File: src/rtl/uart_rx_fifo.sv
// Byte FIFO behind a UART receiver: captures each held byte once, acknowledges it
// with a one-cycle RxEnable pulse, and presents the head entry first-word fall-through.
module uart_rx_fifo #(
    parameter int DEPTH      = 16,
    parameter int ADDR_WIDTH = $clog2(DEPTH)
) (
    input  logic                  Clk,
    input  logic                  Reset,
    input  logic [7:0]            RxData,
    input  logic                  RxReady,
    input  logic                  RxError,
    output logic                  RxEnable,
    input  logic                  ReadEnable,
    output logic [7:0]            DataOut,
    output logic                  DataValid,
    output logic                  Full,
    output logic [ADDR_WIDTH:0]   Count,
    output logic                  Overflow,
    output logic                  FrameError,
    input  logic                  ClearErrors
);

    typedef enum logic {
        IDLE    = 1'b0,
        RELEASE = 1'b1
    } state_t;

    state_t                 state, state_next;
    logic [7:0]             mem [DEPTH];
    logic [ADDR_WIDTH-1:0]  wr_ptr, rd_ptr;
    logic [ADDR_WIDTH:0]    count;
    logic                   capture, do_write, do_pop, rx_enable_next;

    assign DataValid = (count != '0);
    assign Full      = (count == (ADDR_WIDTH+1)'(DEPTH));
    assign Count     = count;
    assign DataOut   = mem[rd_ptr];

    // A pop in the same cycle frees a slot, so a full FIFO can still accept.
    assign do_pop   = ReadEnable && DataValid;
    assign do_write = capture && (!Full || do_pop);

    always_comb begin
        state_next     = state;
        capture        = 1'b0;
        rx_enable_next = 1'b0;
        case (state)
            IDLE: begin
                if (RxReady && !RxError) begin
                    capture        = 1'b1;
                    rx_enable_next = 1'b1;
                    state_next     = RELEASE;
                end
            end
            RELEASE: begin
                if (!RxReady)
                    state_next = IDLE;
            end
            default: state_next = IDLE;
        endcase
    end

    always_ff @(posedge Clk or negedge Reset) begin
        if (!Reset) begin
            state    <= IDLE;
            RxEnable <= 1'b0;
        end else begin
            state    <= state_next;
            RxEnable <= rx_enable_next;
        end
    end

    always_ff @(posedge Clk or negedge Reset) begin
        if (!Reset) begin
            wr_ptr <= '0;
            rd_ptr <= '0;
            count  <= '0;
            for (int i = 0; i < DEPTH; i++)
                mem[i] <= 8'h00;
        end else begin
            if (do_write) begin
                mem[wr_ptr] <= RxData;
                wr_ptr      <= wr_ptr + 1'b1;
            end
            if (do_pop)
                rd_ptr <= rd_ptr + 1'b1;
            if (do_write && !do_pop)
                count <= count + 1'b1;
            else if (do_pop && !do_write)
                count <= count - 1'b1;
        end
    end

    // Set events take priority over ClearErrors.
    always_ff @(posedge Clk or negedge Reset) begin
        if (!Reset) begin
            Overflow   <= 1'b0;
            FrameError <= 1'b0;
        end else begin
            if (capture && !do_write)
                Overflow <= 1'b1;
            else if (ClearErrors)
                Overflow <= 1'b0;
            if (RxError)
                FrameError <= 1'b1;
            else if (ClearErrors)
                FrameError <= 1'b0;
        end
    end

endmodule

File: config.mk
export PLATFORM = sky130hd
export DESIGN_NAME = uart_rx_fifo
export DESIGN_NICKNAME = d
export VERILOG_FILES = /design/src/rtl/uart_rx_fifo.sv
export SDC_FILE = /design/constraint.sdc
export NUM_CORES = 1
export LEC_CHECK = 0
export CORE_ASPECT_RATIO = 1.1
export CORE_MARGIN = 4
export CORE_UTILIZATION = 24
export DETAILED_ROUTE_END_ITERATION = 8
export HOLD_SLACK_MARGIN = 0.03
export PLACE_DENSITY = 0.44
export SETUP_SLACK_MARGIN = 0.4
export SYNTH_ARGS = -nofsm -noshare
export SYNTH_HDL_FRONTEND = slang
export SYNTH_SLANG_ARGS = --single-unit
File: constraint.sdc
create_clock -name Clk -period 3 [get_ports Clk]
set_clock_uncertainty 0.1 [all_clocks]
set_input_delay 0.3 -clock Clk [delete_from_list [all_inputs] [get_ports Clk]]
set_output_delay 0.3 -clock Clk [all_outputs]
set_load 0.02 [all_outputs]
* Yosys cells after proc, flatten, opt, wreduce, memory -nomap -nowiden *
Cells that the tools add are included.

cells by class
  add/sub/neg operators = 4
  order comparisons = 3
  eq/ne operators = 1
  multiplexer cells = 15
  bitwise gates (word level) = 3
  reductions and logical operators = 16

operators by type and width
  operator                                                              number
  128-bit bitwise mux                                                   1
  8-bit binary-select mux with 4-bit select                             1
  8-bit demux with 4-bit select                                         1
  8-bit two-way mux                                                     3
  5-bit >= comparator, second input constant                            2
  5-bit two-way mux                                                     2
  4-bit inverter with 5-bit output                                      2
  4-bit by 1-bit adder with 4-bit output, second input constant         2
  1-bit logical AND                                                     7
  1-bit two-way mux                                                     6
  2-bit nonzero test                                                    3
  5-bit by 1-bit adder with 5-bit output, second input constant         1
  5-bit == test, second input constant                                  1
  5-bit by 1-bit < comparator with 1-bit output, second input constant  1
  5-bit nonzero test                                                    1
  5-bit by 1-bit subtractor with 5-bit output, second input constant    1
  1-bit logical NOT                                                     4
  1-bit case mux with 2 select lines                                    1
  1-bit logical OR                                                      1
  1-bit inverter                                                        1

word-level totals
  bits in registers = 145
  bits of input ports = 14
  logic and storage cells = 65

* Longest topological paths before layout *
Gate-level depths: netlist of run 1.

  depth in word-level cells = 9
  mapped depth = 11
  depth with buffers taken out = 10

* Least setup slack after synthesis of run 1 *
Ideal clock, no wire load.

  path type = register -> register
  start = register count[3] (netlist: Count[3])
  end = register count[4] (netlist: Count[4])
  library setup time = 136 ps
  arrival time = 2915 ps
  data required time = 2764 ps
  path slack = -151 ps
  stages on the path, launching flop included = 11
  path buffers = 2
  period minus slack after synthesis = 3151 ps
  cells stage by stage = dfrtp_1 or4_4 o31a_1 buf_6 buf_6 ha_1 inv_1 ha_1 a21o_1 a2111oi_0 o31ai_1

on the way
  word-level cells in the longest chain between the ends = 7

RTL lines
  item                                                    line    RTL
  start, declared                                         31      logic [ADDR_WIDTH:0] count;
  start signal, assigned                                  88      count <= count + 1'b1;
  start signal, assigned                                  90      count <= count - 1'b1;
  5-bit == test or 5-bit nonzero test (tied branches)     35, 34
  1-bit logical NOT or 1-bit logical AND (tied branches)  41, 40
  1-bit logical OR (*)                                    41      assign do_write = capture && (!Full || do_pop);
  1-bit logical AND (*)                                   41
  named net do_write                                      32      logic capture, do_write, do_pop, rx_enable_next;
  1-bit logical NOT                                       89      else if (do_pop && !do_write)
  1-bit logical AND                                       89
  2-bit nonzero test (no source line)                     n/a

The timed path passes the listed nets; every way through them passes the cells marked *. The select of a mux whose other input is x is not followed.
A chain may end at the register's enable or synchronous reset.

* Final worst setup path of run 1 *
  start = register count[3] (netlist: Count[3])
  end = register count[4] (netlist: Count[4])

on the way
  word-level cells in the longest chain between the ends = 7

RTL lines
  item
  parallel branches: the longest is 7 deep, another holds 5-bit by 1-bit subtractor with 5-bit output

Parallel ways; which one is timed is not known. The select of a mux whose other input is x is not followed.

==> results.yml, run 1 <==
run_status:
  run_status: "finished, final reports clean"
logic_synthesis:
  synth.area.mux_share_pct: 34.4
  postSynthRegisterBits: 145
  synth.yosys.warnings: 0
  post_synth_xor_area_fraction_pct: 1.13
  seq_area_frac_synth_pct: 51.9
  yosysUniqueCellTypes: 36
  synth_compound_gate_area_share_pct: 3.15
  synth_area_um2: 6990
  combinational_family_with_the_most_area_after_synthesis: "multiplexers"
  synth_simple_gate_area_share_pct: 4.16
  avgSynthCellArea_um2: 15.6
  synth_nets: 471
  synthesis.instances: 447
  yosys.area_share.adder_pct: 1.90
worst_setup_path:
  crit_path_end_kind: "flop"
  crit_path_top_cell_by_count: "sky130_fd_sc_hd__ha_4"
  crit_path_arrival_time_ps: 2820
  register_to_register_setup_slack_ps: 380
  path_max_fanout: 6
  worst_path_dominant_cell_family: "compound AO/OA/AOI/OAI gates"
  critPathSlowestCell: "sky130_fd_sc_hd__or4_4"
  timing.critical_path.required_ps: 3200
  cp_slowest_stage_delay_ps: 540
  critical_path.cell_chain: "or4_4 -> o31a_1 -> ha_4 -> inv_6 -> ha_4 -> a21o_4 -> a21oi_2 -> mux2i_1 -> o31ai_1"
  setup.worst_path.start_class: "flop"
  path_buf_inv: 1
  critical_path_class: "reg2reg"
finish:
  multi_input_comb_area_um2: 3240
  post-route-cell-area_um2: 8580
  final_nets: 526
  share_of_cells_above_drive_strength_1_pct: 51.3
  synthToLayoutAreaGrowth_pct: 22.8
  seq_area_um2: 3640
  fill_cells: 2839
  postLayoutCoreUtil_pct: 29.9
  final_common_cell: "sky130_fd_sc_hd__dfrtp_1"
  layout_common_cells: "sky130_fd_sc_hd__dfrtp_1, sky130_fd_sc_hd__mux2_2, sky130_fd_sc_hd__mux2_4"
floorplan:
  die_x_um: 171
  design.portCount: 32
  initial_utilization_pct: 24.3
  std_cell_rows: 65
  die-area_um2: 31900
  coreArea_um2: 28700
  die_h_um: 187
routing:
  detailedRoute.firstPassIterationCount: 4
  route.antenna.remaining_nets: 0
  vias_per_cell: 4.39
  drt_iter0_markers: 181
  vias: 3884
  wl_per_cell_um: 18.1
  drt-total-wl_mm: 16.0
  drc: 0
timing:
  final_min_period_over_clock_period_pct: 87.3
  total_count_of_max_transition_violations_in_the_final_report: 0
  rsz_0062_raised_after_global_routing: "true"
  setup_viol: 0
  period_needed_ps: 2620
  tightestPinTransition_ps: 742
  clock.fmax_mhz: 382
  headroom_to_the_max_slew_limit_pct: 50.6
  hold_violations: 0
power:
  power.density_nw_per_um2: 1030
  irDropWorstVdd_mv: 0.413
  leak_pwr_nw: 3.80
place:
  gp_routability_congestion: 0.751
  dpl_hpwl_mm: 11.0
  placement.io_buffers: 31
  postPlaceCellArea_um2: 7840
global_route:
  grt_overflow: 0
  number_of_antenna_violations_at_the_first_check_in_global_routing: 1
  grt_pass1_vias: 4449
  grt_start_max_net_pins: 75
  grt_pass1_wl_mm: 26.4
  globalRouteTotalUtil_pct: 10.7
job:
  max_cap_viol_count: 0
cts:
  clock_insertion_delay_worst_skew_ps: 420
  clk_transition_reported_paths_ps: 60
  clock-sinks: 145
  cts_max_path_buffers: 2
  cts_made_buffers: 17
  clock_tree_from_tritoncts: "done"
  cts_root_buf: "sky130_fd_sc_hd__clkbuf_16"
  cts_max_level: 4
min_path:
  min_path_type: "in2async"
registers in the layout, indices dropped and copies added, names as in the netlist:
signal and cells:
rd_ptr 4, state 1, FrameError 1, wr_ptr 4, Count 5, RxEnable 1
mem 128, Overflow 1
cells by family after synthesis:
group                      Yosys count
adders and majority gates           10
AOI/OAI and AO/OA                   31
muxes                              163
DFF                                145
and+or+nand+nor                     48
buffers and inverters               41
xor gates and xnor gates             9
where the power goes:
group          leakage (nW)  switching (W)  total (W)  internal, W
Sequential             1.89       0.000508    0.00328      0.00277
Clock                 0.272       0.000782    0.00198      0.00120
Combinational          1.64        0.00149    0.00354      0.00205
area by class of cell:
| class | count | area share [%] |
|---|---|---|
| Tap cell | 368 | 5.37 |
| Inverter | 8 | 0.409 |
| Timing Repair Buffer | 69 | 7.65 |
| Clock buffer | 26 | 5.70 |
| Multi-Input combinational cell | 261 | 37.8 |
| Sequential cell | 145 | 42.4 |
| Clock inverter | 6 | 0.642 |
| Antenna cell | 1 | 0.0292 |
what timing repair did:
item	4_1_cts	5_1_grt
resized for setup	37	9
hold buffers	1	0
setup endpoints to repair	11	10
hold endpoints to repair	72	0
pin swaps	3	3
setup buffers	9	5
metal layers:
metal,GRT usage (%),up-vias,share of wire (%)
met5,0,-,0
met3,2.26,17,2.3
met1,13.8,2064,45
li1,-,1757,-
met2,17.7,46,51
met4,3.47,0,1.7
synthesized netlist by cell type:
library cell,instances,share of area [%]
sky130_fd_sc_hd__o21ai_0,4,0.29
sky130_fd_sc_hd__and4_1,3,0.38
sky130_fd_sc_hd__mux4_2,32,10
sky130_fd_sc_hd__and3_1,6,0.54
sky130_fd_sc_hd__and2_1,1,0.090
sky130_fd_sc_hd__xor2_1,2,0.25
sky130_fd_sc_hd__a2111oi_0,1,0.13
sky130_fd_sc_hd__nand4_1,2,0.18
sky130_fd_sc_hd__nand3_2,6,0.86
sky130_fd_sc_hd__xnor2_1,7,0.88
sky130_fd_sc_hd__dfrtp_1,145,52
sky130_fd_sc_hd__a21o_1,3,0.32
sky130_fd_sc_hd__mux2i_1,1,0.14
sky130_fd_sc_hd__fa_1,1,0.29
sky130_fd_sc_hd__a21boi_0,1,0.11
sky130_fd_sc_hd__nor2b_1,4,0.36
sky130_fd_sc_hd__inv_1,8,0.43
sky130_fd_sc_hd__nor3_1,3,0.21
sky130_fd_sc_hd__mux2_4,56,12
sky130_fd_sc_hd__a32o_1,1,0.14
sky130_fd_sc_hd__buf_6,9,1.5
sky130_fd_sc_hd__o31ai_1,1,0.11
sky130_fd_sc_hd__nand2_1,16,0.86
sky130_fd_sc_hd__nor2_1,3,0.16
sky130_fd_sc_hd__nor4_1,1,0.090
sky130_fd_sc_hd__a21oi_1,3,0.21
sky130_fd_sc_hd__or4_4,1,0.16
sky130_fd_sc_hd__and4_4,1,0.16
sky130_fd_sc_hd__ha_1,9,1.6
sky130_fd_sc_hd__buf_1,2,0.11
sky130_fd_sc_hd__buf_2,7,0.50
sky130_fd_sc_hd__nor3b_1,1,0.11
sky130_fd_sc_hd__mux2_2,74,12
sky130_fd_sc_hd__clkbuf_1,15,0.81
sky130_fd_sc_hd__o31a_1,1,0.13
sky130_fd_sc_hd__a22oi_1,16,1.7
final timing paths:
path / endpoint / cells after the start / from
max in group asynchronous: mem[27] / 3 / Reset
hold / removal: state / 2 / Reset
min in group Clk: state / 2 / RxReady
setup reg to reg: Count[4] / 9 / Count[3]
setup / recovery: Count[4] / 9 / Count[3]
hold reg to reg: RxEnable / 1 / state
per-stage QoR:
step / cells / setup WS [ps] / hold slack (ps) / total power (W) / setup TNS, ps
2_1_floorplan: 447 / 161 / -95.6 / 0.00554 / 0
3_3_place_gp: 836 / 92.6 / 270 / 0.00659 / 0
3_5_place_dp: 836 / -6.44 / 273 / 0.00671 / -6.44
4_1_cts: 878 / 328 / 341 / 0.00884 / 0
5_1_grt: 884 / 307 / 376 / 0.00937 / 0
6_report: 884 / 380 / 346 / 0.00881 / 0
worst register-to-register path, cell delays in order, from the launching register on:
cell and delay [ps]:
sky130_fd_sc_hd__dfrtp_2 430, sky130_fd_sc_hd__or4_4 540, sky130_fd_sc_hd__o31a_1 300, sky130_fd_sc_hd__ha_4 190, sky130_fd_sc_hd__inv_6 70, sky130_fd_sc_hd__ha_4 210, sky130_fd_sc_hd__a21o_4 220, sky130_fd_sc_hd__a21oi_2 150
sky130_fd_sc_hd__mux2i_1 200, sky130_fd_sc_hd__o31ai_1 90
No activity file was read; power rests on OpenSTA's default activity.
==> run 2, diff against run 1 <==
--- a/config.mk
+++ b/config.mk
@@ -9,7 +9,7 @@
 export CORE_MARGIN = 4
 export CORE_UTILIZATION = 24
 export DETAILED_ROUTE_END_ITERATION = 8
-export HOLD_SLACK_MARGIN = 0.03
+export HOLD_SLACK_MARGIN = 0.15
 export PLACE_DENSITY = 0.44
 export SETUP_SLACK_MARGIN = 0.4
 export SYNTH_ARGS = -nofsm -noshare
==> constraint.sdc (replaced) <==
create_clock -name Clk -period 3 [get_ports Clk]
set_clock_uncertainty 0.1 [all_clocks]
set_input_delay 0.3 -clock Clk [delete_from_list [all_inputs] [get_ports Clk]]
set_output_delay 0.3 -clock Clk [all_outputs]
set_load 0.1 [all_outputs]
==> run 2 against run 1 <==
Against the previous run: sequential share of layout area decreased by 0.76 points; wire length increased by 0.76%; clock-buffer cell count decreased by 5; critical path depth unchanged; hold slack got worse by 22 ps; design area increased by 2.0%; fmax decreased by 2.5%; sequential cell count unchanged; clock power increased by 5%; combinational power increased by 38%.
==> results.yml, run 2 (synthesis results as in run 1) <==
cts:
  cts_max_level: 4
  clk_transition_reported_paths_ps: 60
  cts_made_buffers: 17
  clock_insertion_delay_worst_skew_ps: 420
  clock_tree_from_tritoncts: "done"
  cts_max_path_buffers: 2
  cts_root_buf: "sky130_fd_sc_hd__clkbuf_16"
  clock-sinks: 145
floorplan:
  die_x_um: 171
  die-area_um2: 31900
  design.portCount: 32
  initial_utilization_pct: 24.3
  die_h_um: 187
  coreArea_um2: 28700
  std_cell_rows: 65
timing:
  rsz_0062_raised_after_global_routing: "true"
  tightestPinTransition_ps: 712
  total_count_of_max_transition_violations_in_the_final_report: 0
  setup_viol: 0
  clock.fmax_mhz: 372
  hold_violations: 0
  period_needed_ps: 2690
  postLayoutSetupSlackWorst_ps: 312
  final_min_period_over_clock_period_pct: 89.6
  headroom_to_the_max_slew_limit_pct: 52.4
place:
  gp_routability_congestion: 0.791
  postPlaceCellArea_um2: 7810
  place_worst_setup_slack_ps: 94.7
  placement.io_buffers: 31
  dpl_hpwl_mm: 10.8
finish:
  largest_reg_flops: 128
  share_of_cells_above_drive_strength_1_pct: 58.0
  layout_common_cells: "sky130_fd_sc_hd__dfrtp_1, sky130_fd_sc_hd__mux2_2, sky130_fd_sc_hd__mux2_4"
  synthToLayoutAreaGrowth_pct: 25.3
  regMostFlops: "mem"
  post-route-cell-area_um2: 8750
  final_nets: 517
  final_common_cell: "sky130_fd_sc_hd__dfrtp_1"
worst_setup_path:
  register_to_register_setup_slack_ps: 310
  setup.worst_path.start_class: "flop"
  timing.rr.start: "Count[2]"
  critical_path_class: "reg2reg"
  crit_path_arrival_time_ps: 2890
  timing.critical_path.required_ps: 3200
  path_max_fanout: 5
  worstReg2RegEnd: "Count[4]"
  crit_end: "Count[4]"
  critPathLaunch: "Count[2]"
  crit_path_end_kind: "flop"
  worst_r2r_path_depth: 9
power:
  power.density_nw_per_um2: 1170
  power.combinational.fraction_pct: 47.6
  switching_share_pct: 37.3
  irDropWorstVdd_mv: 0.656
  leak_pwr_nw: 3.82
  clock_power_share_pct: 20.3
  p_seq_share_pct: 32.1
  power.internal_w: 0.00644
  power.switching_w: 0.00384
job:
  max_cap_viol_count: 0
routing:
  route.antenna.remaining_nets: 0
  drt-total-wl_mm: 16.1
  vias_per_cell: 4.45
  drt_iter0_markers: 112
  vias: 3892
  wl_per_cell_um: 18.5
  drc: 0
  detailedRoute.firstPassIterationCount: 4
global_route:
  grt_pass1_vias: 4478
  grt_pass1_wl_mm: 26.0
  grt_overflow: 0
  number_of_antenna_violations_at_the_first_check_in_global_routing: 1
  globalRouteTotalUtil_pct: 10.5
  grt_start_max_net_pins: 64
run_status:
  run_status: "finished, final reports clean"
min_path:
  min_path_type: "in2async"
==> run 2: cell count changes in the layout (fill, tap and decap cells not counted), moves of 6 or more <==
cell / before / now
sky130_fd_sc_hd__buf_12: 5 / 14
sky130_fd_sc_hd__a22oi_2: 9 / 15
sky130_fd_sc_hd__a22oi_1: 7 / 1
sky130_fd_sc_hd__nand2_2: 0 / 8
sky130_fd_sc_hd__nand2_1: 16 / 8
sky130_fd_sc_hd__buf_4: 31 / 24
sky130_fd_sc_hd__clkdlybuf4s50_1: 21 / 12
==> run 2: worst min path at each step <==
stage | startpoint | end | slack [ps] | cells past startpoint
detailed placement | Reset | RxEnable | 230 | 1
CTS | Reset | Overflow | 340 | 2
global placement | Reset | mem[109] | 220 | 1
floorplan | Reset | Count[0] | -100 | 0
finish | Reset | Overflow | 320 | 2
global route | Reset | state | 390 | 2
==> run 2: power groups by stage <==
| stage | sequential (W) | clock [W] | combinational (W) |
|---|---|---|---|
| after floorplan | 0.00339 | 0 | 0.00310 |
| after global routing | 0.00342 | 0.00223 | 0.00517 |
| after global placement | 0.00330 | 0 | 0.00442 |
| final | 0.00330 | 0.00208 | 0.00490 |
| after detailed placement | 0.00333 | 0 | 0.00448 |
| after CTS | 0.00329 | 0.00214 | 0.00478 |
==> run 2: layout make-up <==
type | count | area (um2)
repair buffers | 60 | 736
inverters | 8 | 35.0
flip-flops and latches | 145 | 3640
multi-input cells | 261 | 3290
clock inverters | 10 | 109
fillers | 2805 | 20000
clock buffers | 21 | 470
well taps | 368 | 460
diodes | 1 | 2.50
==> run 2: worst max-delay path, cell delays in order (launching register included) <==
cell	delay (ps)
sky130_fd_sc_hd__dfrtp_4	500
sky130_fd_sc_hd__or4_4	530
sky130_fd_sc_hd__o31a_1	340
sky130_fd_sc_hd__ha_4	190
sky130_fd_sc_hd__inv_6	70
sky130_fd_sc_hd__ha_4	200
sky130_fd_sc_hd__a21o_1	190
sky130_fd_sc_hd__a21oi_2	140
sky130_fd_sc_hd__mux2i_1	220
sky130_fd_sc_hd__o31ai_1	90
==> run 2: timing repair <==
item / 4_1_cts / 5_1_grt
gates cloned: 1 / 2
pin swaps: 4 / 10
setup buffers: 10 / 2
endpoints found under the hold margin: 60 / 0
hold buffers: 1 / 0
endpoints found under the setup margin: 42 / 126
resized for setup: 23 / 19
==> run 2: routing by layer <==
layer | global-route usage (%) | wire length (um) | vias up
met1 | 13.6 | 7150 | 2080
met3 | 1.97 | 334 | 22
met5 | 0 | 0 | -
met2 | 17.5 | 8320 | 50
met4 | 3.99 | 352 | 0
li1 | - | - | 1740
==> run 2: stage by stage <==
stage / hold WS (ps) / std cells / total power [W] / TNS, ps / utilization (%)
2_1_floorplan: -95.6 / 447 / 0.00649 / -57.3 / -
3_3_place_gp: 223 / 826 / 0.00772 / 0 / 27.2
3_5_place_dp: 235 / 826 / 0.00781 / 0 / 27.2
4_1_cts: 344 / 869 / 0.0102 / 0 / 29.9
5_1_grt: 386 / 874 / 0.0108 / 0 / 30.5
6_report: 324 / 874 / 0.0103 / 0 / 30.5
==> run 3, diff against run 2 <==
--- a/config.mk
+++ b/config.mk
@@ -12,6 +12,7 @@
 export HOLD_SLACK_MARGIN = 0.15
 export PLACE_DENSITY = 0.44
 export SETUP_SLACK_MARGIN = 0.4
+export SKIP_LAST_GASP = 1
 export SYNTH_ARGS = -nofsm -noshare
 export SYNTH_HDL_FRONTEND = slang
 export SYNTH_SLANG_ARGS = --single-unit
==> results of run 3 <==
The final DEF is identical to that of run 2; final timing and power are the same.
